## config.mk

```make
export PLATFORM = sky130hd
export DESIGN_NAME = alu_issue_ctrl
export DESIGN_NICKNAME = d
export VERILOG_FILES = /design/src/rtl/alu_issue_ctrl.sv
export SDC_FILE = /design/constraint.sdc
export NUM_CORES = 1
export LEC_CHECK = 0
export BUFFER_PORTS_ARGS = -buffer_cell sky130_fd_sc_hd__buf_2
export CAP_MARGIN = 15
export CORE_MARGIN = 4
export CORE_UTILIZATION = 30
export CTS_CLUSTER_SIZE = 10
export DETAILED_ROUTE_END_ITERATION = 6
export PLACE_DENSITY = 0.61
export SLEW_MARGIN = 20
export SYNTH_ARGS = -nofsm -noshare
export SYNTH_HDL_FRONTEND = slang
export SYNTH_SLANG_ARGS = --single-unit
```

## constraint.sdc

```tcl
create_clock -name clk -period 3.91 [get_ports clk]
set_input_delay 1.173 -clock clk [delete_from_list [all_inputs] [get_ports clk]]
set_output_delay 1.173 -clock clk [all_outputs]
set_load 0.02 [all_outputs]
```

## src/rtl/alu_issue_ctrl.sv

```systemverilog
// Issue/capture controller in front of the 4-bit 16-function ALU.
// Optional op_count output enabled by defining ALU_ISSUE_OPCNT_EN.
module alu_issue_ctrl #(
    parameter int SETTLE_CYCLES = 2,
    parameter int RES_W         = 8
) (
    input  logic             clk,
    input  logic             rst_n,
    input  logic             req_valid,
    output logic             req_ready,
    input  logic [3:0]       req_op,
    input  logic [3:0]       req_a,
    input  logic [3:0]       req_b,
    input  logic             req_shift,
    output logic             alu_A,
    output logic             alu_B,
    output logic             alu_C,
    output logic             alu_D,
    output logic [3:0]       alu_a,
    output logic [3:0]       alu_b,
    output logic             alu_shiftCon,
    input  logic [RES_W-1:0] alu_res,
    output logic             rsp_valid,
    input  logic             rsp_ready,
    output logic [RES_W-1:0] rsp_data,
    output logic [3:0]       rsp_op,
`ifdef ALU_ISSUE_OPCNT_EN
    output logic             rsp_zero,
    output logic [15:0]      op_count
`else
    output logic             rsp_zero
`endif
);

    typedef enum logic [1:0] {
        IDLE,
        SETTLE,
        RESP
    } state_t;

    localparam logic [3:0] CntInit = 4'(SETTLE_CYCLES - 1);

    state_t     state;
    logic [3:0] cnt;

    always_ff @(posedge clk) begin
        if (!rst_n) begin
            state        <= IDLE;
            cnt          <= '0;
            req_ready    <= 1'b1;
            rsp_valid    <= 1'b0;
            rsp_data     <= '0;
            rsp_op       <= '0;
            rsp_zero     <= 1'b1;
            alu_A        <= 1'b0;
            alu_B        <= 1'b0;
            alu_C        <= 1'b0;
            alu_D        <= 1'b0;
            alu_a        <= '0;
            alu_b        <= '0;
            alu_shiftCon <= 1'b0;
        end else begin
            unique case (state)
                IDLE: begin
                    if (req_valid) begin
                        {alu_A, alu_B, alu_C, alu_D} <= req_op;
                        alu_a        <= req_a;
                        alu_b        <= req_b;
                        alu_shiftCon <= req_shift;
                        cnt          <= CntInit;
                        req_ready    <= 1'b0;
                        state        <= SETTLE;
                    end
                end
                SETTLE: begin
                    if (cnt != 4'd0) begin
                        cnt <= cnt - 4'd1;
                    end else begin
                        // The held select lines are the op that made this result.
                        rsp_data  <= alu_res;
                        rsp_op    <= {alu_A, alu_B, alu_C, alu_D};
                        rsp_zero  <= (alu_res == '0);
                        rsp_valid <= 1'b1;
                        state     <= RESP;
                    end
                end
                RESP: begin
                    if (rsp_ready) begin
                        rsp_valid <= 1'b0;
                        req_ready <= 1'b1;
                        state     <= IDLE;
                    end
                end
                default: state <= IDLE;
            endcase
        end
    end

`ifdef ALU_ISSUE_OPCNT_EN
    always_ff @(posedge clk) begin
        if (!rst_n) begin
            op_count <= '0;
        end else if (rsp_valid && rsp_ready) begin
            op_count <= op_count + 16'd1;
        end
    end
`endif

endmodule
```

## Word level (Yosys, flattened, before mapping)

Cells that the tools add are included.
Widths: inputs -> output; s select.

| operators by class | value |
|---|---|
| reductions and logical operators | 12 |
| $add $sub $neg | 1 |
| bitwise logic cells | 1 |
| equality and inequality tests | 6 |
| mux-type cells | 13 |

Operator list:

| operator | number |
|---|---|
| $reduce_and 3->1 | 4 |
| $logic_not 8->1 | 1 |
| $mux 4 | 2 |
| $ne 2x2->1 const B | 4 |
| $pmux 4 s2 | 1 |
| $mux 2 | 3 |
| $pmux 2 s3 | 1 |
| $reduce_bool 2->1 | 3 |
| $mux 1 | 4 |
| $pmux 1 s2 | 2 |
| $reduce_and 2->1 | 2 |
| $reduce_bool 4->1 | 1 |
| $sub 4x1->4 const B | 1 |
| $eq 2x1->1 const B | 1 |
| $eq 2x2->1 const B | 1 |
| $logic_not 2->1 | 1 |
| $not 1->1 | 1 |

| word-level totals | value |
|---|---|
| bits of input ports | 25 |
| word-level logic and storage cells | 47 |
| output and inout port bits | 28 |
| register bits after elaboration | 34 |

## Depth between registers and ports, before layout

| logic depth | value |
|---|---|
| depth in word-level cells | 3 |
| mapped depth | 6 |

## Worst setup path before layout

Ideal clock, no wire load.

| path | value |
|---|---|
| path kind | input port to flip-flop |
| from | in req_valid |
| to | reg alu_a[0] |
| required time | 3.788 ns |
| arrival | 1.911 ns |
| stages on the path | 5 |
| buffers on the path | 2 |
| setup slack | 1.877 ns |
| cell sequence | or3b_1 clkbuf_1 buf_2 nand2_1 a21boi_0 |

| between the ends | value |
|---|---|
| word-level cells in the longest chain between the ends | 1 |

RTL lines:

| what | RTL line | RTL |
|---|---|---|
| start: declaration | 9 | `input logic req_valid,` |
| $reduce_and 2->1 (no source line) | -- |  |
| end signal: assignment | 67 | `alu_a <= req_a;` |
| end: declaration | 19 | `output logic [3:0] alu_a,` |

No other way between the ends.
A chain may end at the register's enable or synchronous reset.

## Final worst setup path

| path | value |
|---|---|
| from | in req_valid |
| to | reg cnt[1] |

| between the ends | value |
|---|---|
| word-level cells in the longest chain between the ends | 2 |

RTL lines:

| what | RTL line | RTL |
|---|---|---|
| $ne 2x2->1 (no source line) | -- |  |
| $reduce_and 3->1 (no source line) | -- |  |
| end signal: assignment | 70 | `cnt <= CntInit;` |
| end signal: assignment | 77 | `cnt <= cnt - 4'd1;` |
| end: declaration | 44 | `logic [3:0] cnt;` |

No other way between the ends.

==> impl_summary.md <==
Synth
Yosys printed 0 warnings. The post-synthesis register bit count is 34. The number of nets in the synthesized netlist is 192. After synthesis the cells add up to 1430 um2. The number of different library cells used by synthesis comes to 29. The cell count after synthesis came out at 165. A synthesized cell averages 8.65 um2. Of the synthesized area, sequential elements account for 47.7%.

Critical path
In this design, the stage delay of the slowest critical-path cell is 0.69 ns. The biggest fanout along the worst timing path is 14. The combined buffer and inverter count along the critical path is 1. The slowest library cell on the worst path is nor3b_2. The type of destination of the critical path is a flip-flop.

The critical path class is input port to flip-flop. The worst setup path is launched from an input port. For the worst setup path, the data required time is 4.09 ns. The signal on the critical path passes through buf_2, nor3b_2, a211oi_1, o21a_1. Broken down by cell family, the worst path's largest delay share belongs to simple AND/OR/NAND/NOR gates. The data arrival time of the critical path is 2.29 ns.

Global route
The maximum number of pins on one net before global-route repair is 34. The via count of the first global-routing pass was 1209. The initial antenna violation count is 0. For this run the aggregate overflow at the end of global routing stands at 0. In the global route stage, overall resource usage came out at 11.9%.

The first global-routing pass estimated 5660 um of wire.

Floorplan
The die outline height is 77.0 um. The chip width is 77.0 um. After floorplanning, the core was divided into 24 placement rows. The total die area is 5930 um2. The effective utilization at floorplan is 31.9%.

The standard cell core area is 4470 um2. The top-level I/O count is 53.

Hold path
The kind of path behind the tightest hold check is flip-flop to flip-flop.

Power and ir drop
IR analysis of the VDD net gives a maximum drop of 0.218 mV. The internal portion of the total power is 639 uW. In this run the static leakage power is 0.799 nW.

Net switching is 32.0% of the power. The overall power of the completed layout is 940 uW. Dividing total power by cell area gives a power density of 517 nW/um2. Registers are responsible for 43.6% of the overall power.

The share of total power dissipated in the clock network is 32.1%. The combinational share of power is 24.3%. Summed over all nets, the switching power comes to 301 uW.

STA
The post-route fraction of the period consumed by the critical path is 54.0%. For the pin with the worst max-slew slack, the measured transition is 0.898 ns. The count of final max-slew check failures came to 0. Across the routed clock network, the largest skew measured is 0.00350 ns. The minimum clock period is 2.11 ns.

Timing would allow up to 474 MHz. The final-report hold violation count is 0. The final hold slack is 0.463 ns. Setup repair after global routing left no endpoint under its margin. The final-report setup violation count is 0. Setup slack on the critical path of the routed design comes to 1.80 ns. In the final timing run, aggregate negative setup slack is 0 ns.

In this run the tightest slew margin relative to its limit is 39.8%.

Placement
The detailed-placement wirelength estimate is 2370 um. The cell area after placement is 1710 um2. In this run the tool buffered the top-level ports with 52 buffer cells. The weighted congestion reported at the end of routability-driven placement is 0.715. At the placement stage, the worst setup path has a slack of 1.46 ns.

Clocking
The TritonCTS sink count is 34. The buffers inserted during post-CTS setup optimization is 0. The number of hold buffers added after CTS was 0.

Clock-pin slew was measured on the worst setup and hold paths at 0.07 ns. The H-tree was split into 2 levels. The maximum count of clock buffers along a single path is 2.

The TritonCTS clock tree is yes. In this run, post-CTS repair resized a total of 0 instances. The insertion delay to the later sink of the worst-skew pair is 0.28 ns. Buffers inserted during clock tree synthesis total 5.

The clock root buffer is clkbuf_8.

Detailed routing
The routed length on met2 is 1590 um. The average detailed-routed wire length per instance is 13.2 um. The via count of the routed design is 1307. The initial detailed-routing violation count is 68.

The top metal layer carrying routed signals is met4. The total detailed-routing wirelength is 3520 um. The length of the first detailed-routing pass in iterations is 4. The number of nets with antenna violations after detailed routing is 0. The detailed-routing wirelength on met1 is 1630 um. Dividing the detail-routed via count by the number of cells gives 4.91. The detailed-route DRC error count is 0.

The met3 wire length is 246 um.

Finish
The number of nets in the layout is 240. The repair_antennas step left the layout with diodes totalling 0. The filler cells instantiated in the layout total 483. The fraction of final layout cells sized beyond drive strength 1 is 29.4%. The summed area of non-filler cells in the final layout is 1820 um2. The layout overhead on the synthesized area is 27.3%.

Run
The max-capacitance violation count is 0.

Run status
The flow ran to the end, and the final reports show no timing, DRC or antenna violations.
-- power groups by stage --
stage | Combinational (mW) | Clock, mW | Sequential, mW
2_1_floorplan | 0.131 | 0 | 0.446
3_3_place_gp | 0.230 | 0 | 0.417
3_5_place_dp | 0.231 | 0 | 0.417
4_1_cts | 0.232 | 0.314 | 0.410
5_1_grt | 0.256 | 0.328 | 0.415
6_report | 0.228 | 0.302 | 0.410
-- kinds of logic (layout without fill, tap and decap cells) --
family                     count (synthesis)  in the layout  synth area share (%)
and+or+nand+nor                           62             62                  22.3
AOI/OAI and AO/OA                         51             51                  23.7
DFF                                       34             34                  47.7
buffers and inverters                     16             65                  4.64
adders and majority gates                  2              2                  1.75
-- through the flow --
step                      std cells  utilization [%]
after floorplan                 165                -
after global placement          258             38.1
after detailed placement        258             38.1
after CTS                       266             40.6
after global routing            266             40.6
final                           266             40.6
-- per-layer routing --
| metal | GRT usage (%) | up-vias |
|---|---|---|
| met1 | 14.4 | 596 |
| met3 | 4.68 | 7 |
| li1 | - | 665 |
| met2 | 18.5 | 39 |
| met5 | 0 | - |
| met4 | 5.87 | 0 |
-- final cells by class --
type | count | area (um2) | share of cell area [%]
Multi-Input combinational cell | 115 | 683 | 37.6
Timing Repair Buffer | 52 | 260 | 14.3
Inverter | 5 | 18.8 | 1.03
Tap cell | 52 | 65.1 | 3.58
Clock buffer | 8 | 110 | 6.06
Sequential cell | 34 | 681 | 37.4
-- worst paths after layout --
path,slack [ns],cells after the start,startpoint,endpoint
max,1.80,4,req_valid,cnt[1]
min,0.46,2,alu_a[3],alu_a[3]
max reg2reg,2.18,5,cnt[0],state[1]
min reg2reg,0.46,2,alu_a[3],alu_a[3]
-- cells in the final DEF, fill, tap and decap left out, types with 2 or more instances in the layout --
| cell type | count |
|---|---|
| nand2_1 | 29 |
| a21oi_1 | 4 |
| nand3_1 | 15 |
| inv_1 | 5 |
| dfxtp_1 | 34 |
| o21ai_0 | 15 |
| buf_2 | 52 |
| clkbuf_8 | 8 |
| nor4_1 | 2 |
| ha_1 | 2 |
| a21boi_0 | 14 |
| nand2b_1 | 2 |
| nor3b_2 | 2 |
| or4_1 | 2 |
| a21boi_1 | 13 |
| or3b_1 | 2 |
-- state kept, by name, indices dropped and copies added (netlist names) --
| signal | count |
|---|---|
| rsp_data | 8 |
| alu_a | 4 |
| cnt | 4 |
| req_ready | 1 |
| rsp_op | 4 |
| alu_A | 1 |
| rsp_valid | 1 |
| alu_C | 1 |
| alu_shiftCon | 1 |
| state | 2 |
| alu_b | 4 |
| alu_B | 1 |
| alu_D | 1 |
| rsp_zero | 1 |
-- worst min-delay path: stages (launching register included) --
cell and delay, ns:
dfxtp_1 0.31, nand2_1 0.04, a21boi_0 0.06
-- Yosys cell counts --
| cell | count | area share [%] |
|---|---|---|
| a211oi_1 | 1 | 0.53 |
| a21boi_0 | 14 | 7.4 |
| a21boi_1 | 13 | 6.8 |
| a21oi_1 | 4 | 1.4 |
| and2_1 | 1 | 0.44 |
| buf_2 | 5 | 1.8 |
| clkbuf_1 | 6 | 1.6 |
| dfxtp_1 | 34 | 48 |
| ha_1 | 2 | 1.8 |
| inv_1 | 5 | 1.3 |
| nand2_1 | 29 | 7.6 |
| nand2b_1 | 2 | 0.88 |
| nand3_1 | 15 | 5.3 |
| nand3b_1 | 1 | 0.53 |
| nand4_1 | 1 | 0.44 |
| nor2_1 | 1 | 0.26 |
| nor2b_1 | 1 | 0.44 |
| nor3_1 | 1 | 0.35 |
| nor3b_2 | 2 | 1.8 |
| nor4_1 | 2 | 0.88 |
| nor4bb_1 | 1 | 0.70 |
| o211a_1 | 1 | 0.70 |
| o21a_1 | 1 | 0.53 |
| o21ai_0 | 15 | 5.3 |
| o21bai_1 | 1 | 0.53 |
| o31ai_1 | 1 | 0.53 |
| or3_1 | 1 | 0.44 |
| or3b_1 | 2 | 1.2 |
| or4_1 | 2 | 1.1 |
Note: power is estimated with default switching activity, not from simulation.
